$ cat src/rtl/alu_result_stage.sv
// alu_result_stage: registered result/flag capture behind the 4-bit ALU,
// buffered in a small FIFO and handed out over valid/ready.
module alu_result_stage #(
    parameter int unsigned WIDTH = 4,
    parameter int unsigned DEPTH = 2
) (
    input  logic                         clk,
    input  logic                         rst_n,
    input  logic                         in_valid,
    output logic                         in_ready,
    input  logic [1:0]                   op,
    input  logic [WIDTH-1:0]             a,
    input  logic [WIDTH-1:0]             b,
    input  logic [WIDTH-1:0]             sum,
    input  logic                         carry,
    input  logic [2:0]                   cmp,
    input  logic [WIDTH-1:0]             and_res,
    output logic                         out_valid,
    input  logic                         out_ready,
    output logic [1:0]                   out_op,
    output logic [WIDTH-1:0]             out_result,
    output logic [3:0]                   out_flags,
    output logic [$clog2(DEPTH+1)-1:0]   level,
    output logic                         ovf_sticky,
    input  logic                         ovf_clr
);

    localparam int unsigned PTR_W = (DEPTH > 1) ? $clog2(DEPTH) : 1;
    localparam int unsigned LVL_W = $clog2(DEPTH + 1);
    localparam int unsigned MSB   = WIDTH - 1;

    localparam logic [1:0] OP_ADD = 2'b00;
    localparam logic [1:0] OP_SUB = 2'b01;
    localparam logic [1:0] OP_CMP = 2'b10;
    localparam logic [1:0] OP_AND = 2'b11;

    typedef struct packed {
        logic [1:0]       op;
        logic [WIDTH-1:0] result;
        logic [3:0]       flags;   // {V,N,C,Z}
    } entry_t;

    entry_t           mem [DEPTH];
    entry_t           in_entry;
    entry_t           head;
    logic [PTR_W-1:0] wr_ptr;
    logic [PTR_W-1:0] rd_ptr;
    logic [LVL_W-1:0] count;
    logic             push;
    logic             pop;
    logic             v_flag;
    logic             n_flag;
    logic             c_flag;
    logic             z_flag;
    logic [WIDTH-1:0] result;

    // Result select and flag derivation for the entry presented this cycle
    always_comb begin
        result = sum;
        v_flag = 1'b0;
        n_flag = 1'b0;
        c_flag = 1'b0;
        unique case (op)
            OP_ADD: begin
                result = sum;
                c_flag = carry;
                n_flag = sum[MSB];
                v_flag = (a[MSB] == b[MSB]) && (sum[MSB] != a[MSB]);
            end
            OP_SUB: begin
                result = sum;
                c_flag = carry;
                n_flag = sum[MSB];
                v_flag = (a[MSB] != b[MSB]) && (sum[MSB] != a[MSB]);
            end
            OP_CMP: begin
                result = WIDTH'(cmp);
            end
            OP_AND: begin
                result = and_res;
                n_flag = and_res[MSB];
            end
            default: begin
                result = sum;
            end
        endcase
        z_flag          = (result == '0);
        in_entry.op     = op;
        in_entry.result = result;
        in_entry.flags  = {v_flag, n_flag, c_flag, z_flag};
    end

    // Handshake decode; ready depends only on reset and stored level
    always_comb begin
        in_ready  = rst_n && (count < LVL_W'(DEPTH));
        out_valid = (count != '0);
        push      = in_valid && in_ready;
        pop       = out_valid && out_ready;
    end

    // Entry storage; contents are masked at the output so no reset is needed
    always_ff @(posedge clk) begin
        if (push) begin
            mem[wr_ptr] <= in_entry;
        end
    end

    // Pointers, occupancy and sticky overflow
    always_ff @(posedge clk or negedge rst_n) begin
        if (!rst_n) begin
            wr_ptr     <= '0;
            rd_ptr     <= '0;
            count      <= '0;
            ovf_sticky <= 1'b0;
        end else begin
            if (push) begin
                wr_ptr <= wr_ptr + PTR_W'(1);
            end
            if (pop) begin
                rd_ptr <= rd_ptr + PTR_W'(1);
            end
            unique case ({push, pop})
                2'b10:   count <= count + LVL_W'(1);
                2'b01:   count <= count - LVL_W'(1);
                default: count <= count;
            endcase
            // a V=1 push on the same edge as a clear keeps the indicator set
            if (push && in_entry.flags[3]) begin
                ovf_sticky <= 1'b1;
            end else if (ovf_clr) begin
                ovf_sticky <= 1'b0;
            end
        end
    end

    // Head entry presentation, zeroed whenever nothing is held
    always_comb begin
        head       = mem[rd_ptr];
        out_op     = 2'b00;
        out_result = '0;
        out_flags  = 4'b0000;
        if (out_valid) begin
            out_op     = head.op;
            out_result = head.result;
            out_flags  = head.flags;
        end
        level = count;
    end

endmodule

$ cat config.mk
export PLATFORM = sky130hd
export DESIGN_NAME = alu_result_stage
export DESIGN_NICKNAME = d
export VERILOG_FILES = /design/src/rtl/alu_result_stage.sv
export SDC_FILE = /design/constraint.sdc
export NUM_CORES = 1
export LEC_CHECK = 0
export CAP_MARGIN = 20
export CORE_MARGIN = 8
export CORE_UTILIZATION = 43
export CTS_CLUSTER_SIZE = 14
export DETAILED_ROUTE_END_ITERATION = 16
export GPL_TIMING_DRIVEN = 0
export PLACE_DENSITY = 0.76
export SLEW_MARGIN = 30
export SYNTH_ARGS = -nofsm -noshare
export SYNTH_HDL_FRONTEND = slang
export SYNTH_SLANG_ARGS = --single-unit
export TNS_END_PERCENT = 50
$ cat constraint.sdc
create_clock -name clk -period 2.3 [get_ports clk]
set_clock_uncertainty 0.1 [all_clocks]
set_input_delay 0.46 -clock clk [delete_from_list [all_inputs] [get_ports clk]]
set_output_delay 0.46 -clock clk [all_outputs]
set_load 0.02 [all_outputs]
==> results by group, run 1 <==
Floorplanning
  • Num rows: 18
  • Core region area: ~2500 µm²
  • Vert. Die Dim: ~67 µm
  • Die area: 4501 µm²
  • Die extent in x: 67.09 µm
  • IO Pins: 42
  • Initial core utilization: between 40% and 50%

Clock network
  • Clock latency on the worst-skew pair: around 310 ps
  • Post-CTS Setup Inserts: 0
  • Clock slew at reported path FFs: between 100 and 150 ps
  • CTS tree: done
  • Root Buffer: clkbuf_4
  • Total CTS buffers: 3
  • Htree depth: 1
  • CTS sink count: 25
  • Clk buf depth: 2

Yosys
  • Average size of a mapped cell: about 13 µm²
  • Commonest cells in the netlist: 20 x edfxtp_1, 16 x nor2_1, 13 x mux2i_1, 5 x dfrtp_1, 4 x xnor2_1
  • Largest family of logic cells by synthesized area: multiplexers
  • Adder-Cell Fraction of Synth Area: roughly 1.1%
  • Predominant post-synthesis flop cell: edfxtp_1
  • Post-Syn Area: 1122 µm²
  • Synth Area in Compound Gates: 3.122%
  • Synth async-reset ratio: around a fifth
  • Synth Instances: 84
  • Seq/Total Area, Yosys: roughly 65%
  • Main area contributors after synthesis: edfxtp_1 54%, mux2i_1 12%, dfrtp_1 11%, nor2_1 5.4%, xnor2_1 3.1%
  • Synth Net Count: 112
  • Most common cell in the synthesized netlist: edfxtp_1
  • XOR/XNOR Fraction of Synth Area: 4.682%
  • Yosys cell types: 21
  • Yosys synthesis warning count: 0
  • Synthesis-stage register bit count: 25
  • Synth Area in Simple Gates: 10.26%
  • Mux cell area share after synthesis: 12.93%
  • Number of synthesized flops with an enable pin: 20
  • Top cell type by total area after synthesis: edfxtp_1
  • Synth top area share: 53.51%

Detailed routing
  • Via count: approximately 770
  • Post-route ant nets: 0
  • Drt wl/cell: between 10 and 15 µm
  • Post-Route WL: about 2.2 mm
  • Via density: ~5
  • First drt pass iteration count: 4
  • Post-route DRC: 0
  • Initial DRC count: 22

Power and ir drop
  • VDD IR-drop max: approximately 600 µV
  • Leak Pwr: ~0.64 nW
  • Flop pwr share: 40.4%
  • Cell Pwr Density: just under 1000 nW/µm²
  • Clock share of power: between 10% and 20%
  • NetSw: approximately 580 µW
  • Combinational power share: a little under half
  • P_int: 962.5 µW
  • Switching part of the total power: between 30% and 40%

Worst setup path
  • Startpoint types: flop
  • Max Fanout on Critical Path: 4
  • CP max stage cell: clkdlybuf4s50_1
  • Worst path arrival time: 1560 ps
  • Top delay family on crit path: buffers and inverters
  • Worst Setup Path Type: flop to output pin
  • Worst path required time: approximately 1700 ps
  • CP max stage delay: between 600 and 700 ps
  • Cells along the critical path: nor2_2 > nor2_1 > clkdlybuf4s50_1
  • Critical Path Sink Type: output pin
  • Buf/Inv on CP: 1

Global routing
  • Tot GR Track Use: a little over a tenth
  • Total congestion overflow: 0
  • Global-route wire length before repair: around 3.6 mm
  • Vias in the first global route: roughly 840
  • Antenna violations before repair: 0
  • Largest net degree at the start of global routing: 15

STA
  • Tcrit/Tclk final: just over 90%
  • FMAX: 471.0 MHz
  • Final Setup Violations: 0
  • Rel. slew slack: 63.20%
  • Worst-margin pin slew: about 550 ps
  • Final number of max-transition violations: 0
  • RSZ-0062 raised after global routing: false
  • Final Hold Viols: 0
  • Minimum clock period: about 2100 ps

Cells and area
  • Layout Nets: 153
  • Layout Utilization: 62.58%
  • Non-filler cells, final: 154
  • Layout cell share with drive strength beyond 1: 9.677%
  • ANT cells: 0
  • Area delta synth->final: 38.13%

Place
  • Placed Cells: roughly 150
  • Routability cong.: 0.7385
  • Port bufs: 35
  • DP Wirelength: between 1.5 and 2 mm

Worst hold path
  • HP Class: flop to flop

Status
  • Status: complete, no violations

Job
  • Number of max-cap violations: 0
cells by family after synthesis:
group / after synthesis
and+or+nand+nor: 25
xor gates and xnor gates: 6
buffers and inverters: 7
AOI/OAI and AO/OA: 6
muxes: 14
adders and majority gates: 1
DFF: 25
layer usage:
layer,vias to the layer above,part of all wire (%),track usage (%)
li1,376,-,-
met1,363,40,10.88
met2,27,51,19.12
met3,5,5.7,1.510
met4,0,3.5,9.399
met5,-,0,0
worst reg2reg max path: stages, from the launching register on:
cell and delay [ps]:
dfrtp_1 460, nor2b_2 190, nand2_1 150, nor2_2 460
final cells by class:
type                    count  area (µm²)
clock buffers               3       22.52
well taps                  30       37.54
clock inverters             1       5.005
repair buffers             36       349.1
multi-input cells          52       367.9
flip-flops and latches     25       725.7
inverters                   3       11.26
fillers                   220       927.1
plain buffers               4       31.28
placed cells by master, fill, tap and decap left out, types with 3 or more instances in the layout:
cell	netlist	routed
dfrtp_1	5	5
a21oi_1	3	3
dlygate4sd2_1	0	11
clkbuf_4	0	4
edfxtp_1	20	20
mux2i_1	13	13
nor2_1	16	14
xnor2_1	4	4
inv_1	3	3
clkdlybuf4s50_1	0	23
per-stage QoR:
| stage | instance area [µm²] | TNS [ps] | setup WS, ps | hold WS [ps] | power [mW] |
|---|---|---|---|---|---|
| after CTS | 1538 | 0 | 40.72 | 255.5 | 1.556 |
| after floorplan | 1122 | 0 | 249.9 | 64.41 | 1.072 |
| after detailed placement | 1510 | -4936 | -432.2 | 397.3 | 1.418 |
| final | 1550 | 0 | 177.0 | 420.9 | 1.538 |
| after global placement | 1510 | -3931 | -354.1 | 375.2 | 1.404 |
| after global routing | 1550 | 0 | 69.36 | 430.5 | 1.630 |
worst paths after layout:
| check | from | end | slack [ps] | cells past startpoint |
|---|---|---|---|---|
| worst max register to register | level[1] | mem[0][0] | 590 | 3 |
| worst max-delay path | level[0] | out_op[1] | 180 | 3 |
| worst min-delay path | ovf_sticky | ovf_sticky | 420 | 1 |
| worst min register to register | ovf_sticky | ovf_sticky | 420 | 1 |
| max in group asynchronous | rst_n | level[1] | 1470 | 2 |
| min in group asynchronous | rst_n | wr_ptr | 440 | 2 |
power groups by stage:
stage / clock (mW) / combinational [mW] / sequential (mW)
after floorplan: 0 / 0.431 / 0.641
after global placement: 0 / 0.782 / 0.622
after detailed placement: 0 / 0.793 / 0.625
after CTS: 0.193 / 0.741 / 0.621
after global routing: 0.216 / 0.783 / 0.631
final: 0.188 / 0.729 / 0.621
registers in the layout (all words and copies together) (netlist names):
| name | count |
|---|---|
| rd_ptr | 1 |
| level | 2 |
| ovf_sticky | 1 |
| mem | 20 |
| wr_ptr | 1 |
repair_timing:
| item | in CTS | in global routing |
|---|---|---|
| hold buffers | 0 | 1 |
| endpoints found under the setup margin | 21 | 1 |
| resized for setup | 17 | 1 |
| endpoints found under the hold margin | 0 | 5 |
(Power assumes the default switching activity.)
==> inputs of run 2 (changes only) <==
--- a/config.mk
+++ b/config.mk
@@ -11,6 +11,7 @@
 export CTS_CLUSTER_SIZE = 14
 export DETAILED_ROUTE_END_ITERATION = 16
 export GPL_TIMING_DRIVEN = 0
+export MAX_ROUTING_LAYER = met4
 export PLACE_DENSITY = 0.76
 export SLEW_MARGIN = 30
 export SYNTH_ARGS = -nofsm -noshare
==> results by group, run 2 (synthesis results as in run 1) <==
Power and ir drop
  • Leak Pwr: about 0.64 nW
  • Cell Pwr Density: ~1000 nW/µm²
  • P_int: 962.5 µW
  • Flop pwr share: about two fifths
  • Combinational power share: between 40% and 50%
  • Clock share of power: 12.2%
  • Switching part of the total power: between 30% and 40%
  • VDD IR-drop max: slightly above 600 µV
  • NetSw: between 500 and 600 µW

Floorplanning
  • Core region area: ~2500 µm²
  • Die extent in x: about 67 µm
  • Die area: about 4500 µm²
  • Num rows: 18
  • Initial core utilization: 45.30%
  • Vert. Die Dim: ~67 µm
  • IO Pins: between 40 and 50

STA
  • Final number of max-transition violations: 0
  • Rel. slew slack: roughly 63%
  • Final Hold Viols: 0
  • Tcrit/Tclk final: between 90% and 100%
  • RSZ-0062 raised after global routing: false
  • Minimum clock period: 2123 ps
  • Worst setup margin: approximately 180 ps
  • Final Setup Violations: 0
  • Worst-margin pin slew: about 550 ps
  • FMAX: roughly 470 MHz

Cells and area
  • ANT cells: 0
  • Area delta synth->final: 38.13%
  • Layout cell share with drive strength beyond 1: around a tenth
  • Largest Register: mem
  • Most frequent cells in the layout: 23 x clkdlybuf4s50_1, 20 x edfxtp_1, 14 x nor2_1, 13 x mux2i_1, 11 x dlygate4sd2_1
  • Layout Nets: between 150 and 200
  • Most common cell after layout, fill and taps aside: clkdlybuf4s50_1
  • Layout Utilization: a little over three fifths
  • Max reg flops: 20

Global routing
  • Largest net degree at the start of global routing: 15
  • Global-route wire length before repair: between 3 and 4 mm
  • Vias in the first global route: between 800 and 900
  • Total congestion overflow: 0
  • Antenna violations before repair: 0
  • Tot GR Track Use: ~11%

Place
  • Post-Place Worst Slack: -432.2 ps
  • DP Wirelength: between 1.5 and 2 mm
  • Routability cong.: approximately 0.75
  • Port bufs: 35

Worst setup path
  • CP endpoint: out_op[1]
  • R2R depth: 3
  • Worst path arrival time: around 1600 ps
  • Critical Path Start: level[0]
  • Startpoint types: flop
  • Critical Path Sink Type: output pin
  • Worst Setup Path Type: flop to output pin
  • FF-to-FF End: mem[0][0]
  • Worst path required time: approximately 1700 ps
  • Max Fanout on Critical Path: 4
  • Worst reg-to-reg setup slack: 590 ps
  • RR Startpoint: level[1]

Worst hold path
  • HP Class: flop to flop
  • Origin of the worst min-delay path: ovf_sticky

Detailed routing
  • First drt pass iteration count: 4
  • Post-route ant nets: 0
  • Drt wl/cell: between 10 and 15 µm
  • Post-Route WL: approximately 2.2 mm
  • Via count: 771
  • Post-route DRC: 0
  • Initial DRC count: 22
  • Via density: roughly 5.0

Clock network
  • Htree depth: 1
  • CTS sink count: 25
  • Clock slew at reported path FFs: approximately 130 ps
  • Clock latency on the worst-skew pair: 310 ps
  • Clk buf depth: 2
  • Root Buffer: clkbuf_4
  • Total CTS buffers: 3
  • CTS tree: done

Job
  • Number of max-cap violations: 0

Status
  • Status: complete, no violations
==> run 2: cell counts in the layout (fill, tap and decap cells not counted) <==
Identical to the previous run, type by type.
==> run 2: per-stage QoR <==
step	instances	hold slack [ps]	total power, mW	area (µm²)	TNS, ps
floorplan	84	64.41	1.072	1122	0
global placement	149	375.2	1.404	1510	-3931
detailed placement	149	397.3	1.418	1510	-4936
CTS	153	255.5	1.556	1538	0
global route	154	430.5	1.630	1550	0
finish	154	420.9	1.538	1550	0
==> run 2: critical path, stage by stage (launching register included) <==
cell	delay, ps
dfrtp_1	460
nor2_2	80
nor2_1	110
clkdlybuf4s50_1	610
==> run 2: how the worst min path moves through the flow <==
| stage | endpoint | slack, ps | cells past startpoint |
|---|---|---|---|
| finish | ovf_sticky | 420 | 1 |
| global route | ovf_sticky | 430 | 1 |
| CTS | wr_ptr | 260 | 1 |
| detailed placement | wr_ptr | 400 | 1 |
| global placement | ovf_sticky | 380 | 1 |
| floorplan | level[0] | 60 | 0 |
==> run 2: area by class of cell <==
cell class	instances	area, µm²
sequential	25	725.7
timing repair buffer	36	349.1
multi-input combinational	52	367.9
clock buffer	3	22.52
tap	30	37.54
clock inverter	1	5.005
inverter	3	11.26
fill	220	927.1
buffer	4	31.28
==> run 2: power groups by stage <==
stage	registers, mW	logic (mW)	clock network [mW]
floorplan	0.641	0.431	0
global placement	0.622	0.782	0
detailed placement	0.625	0.793	0
CTS	0.621	0.741	0.193
global route	0.631	0.783	0.216
finish	0.621	0.729	0.188
==> run 2: per-layer routing <==
metal	vias up	routed length (µm)	global-route usage [%]
li1	376	-	-
met1	363	878	11.08
met2	27	1095	19.12
met3	5	109	1.174
met4	0	76	9.399
met5	-	0	-
==> run 2: what timing repair did <==
item                       4_1_cts  5_1_grt
setup endpoints to repair       21        1
setup buffers                    0        0
hold endpoints to repair         0        5
resized for setup               17        1
hold buffers                     0        1
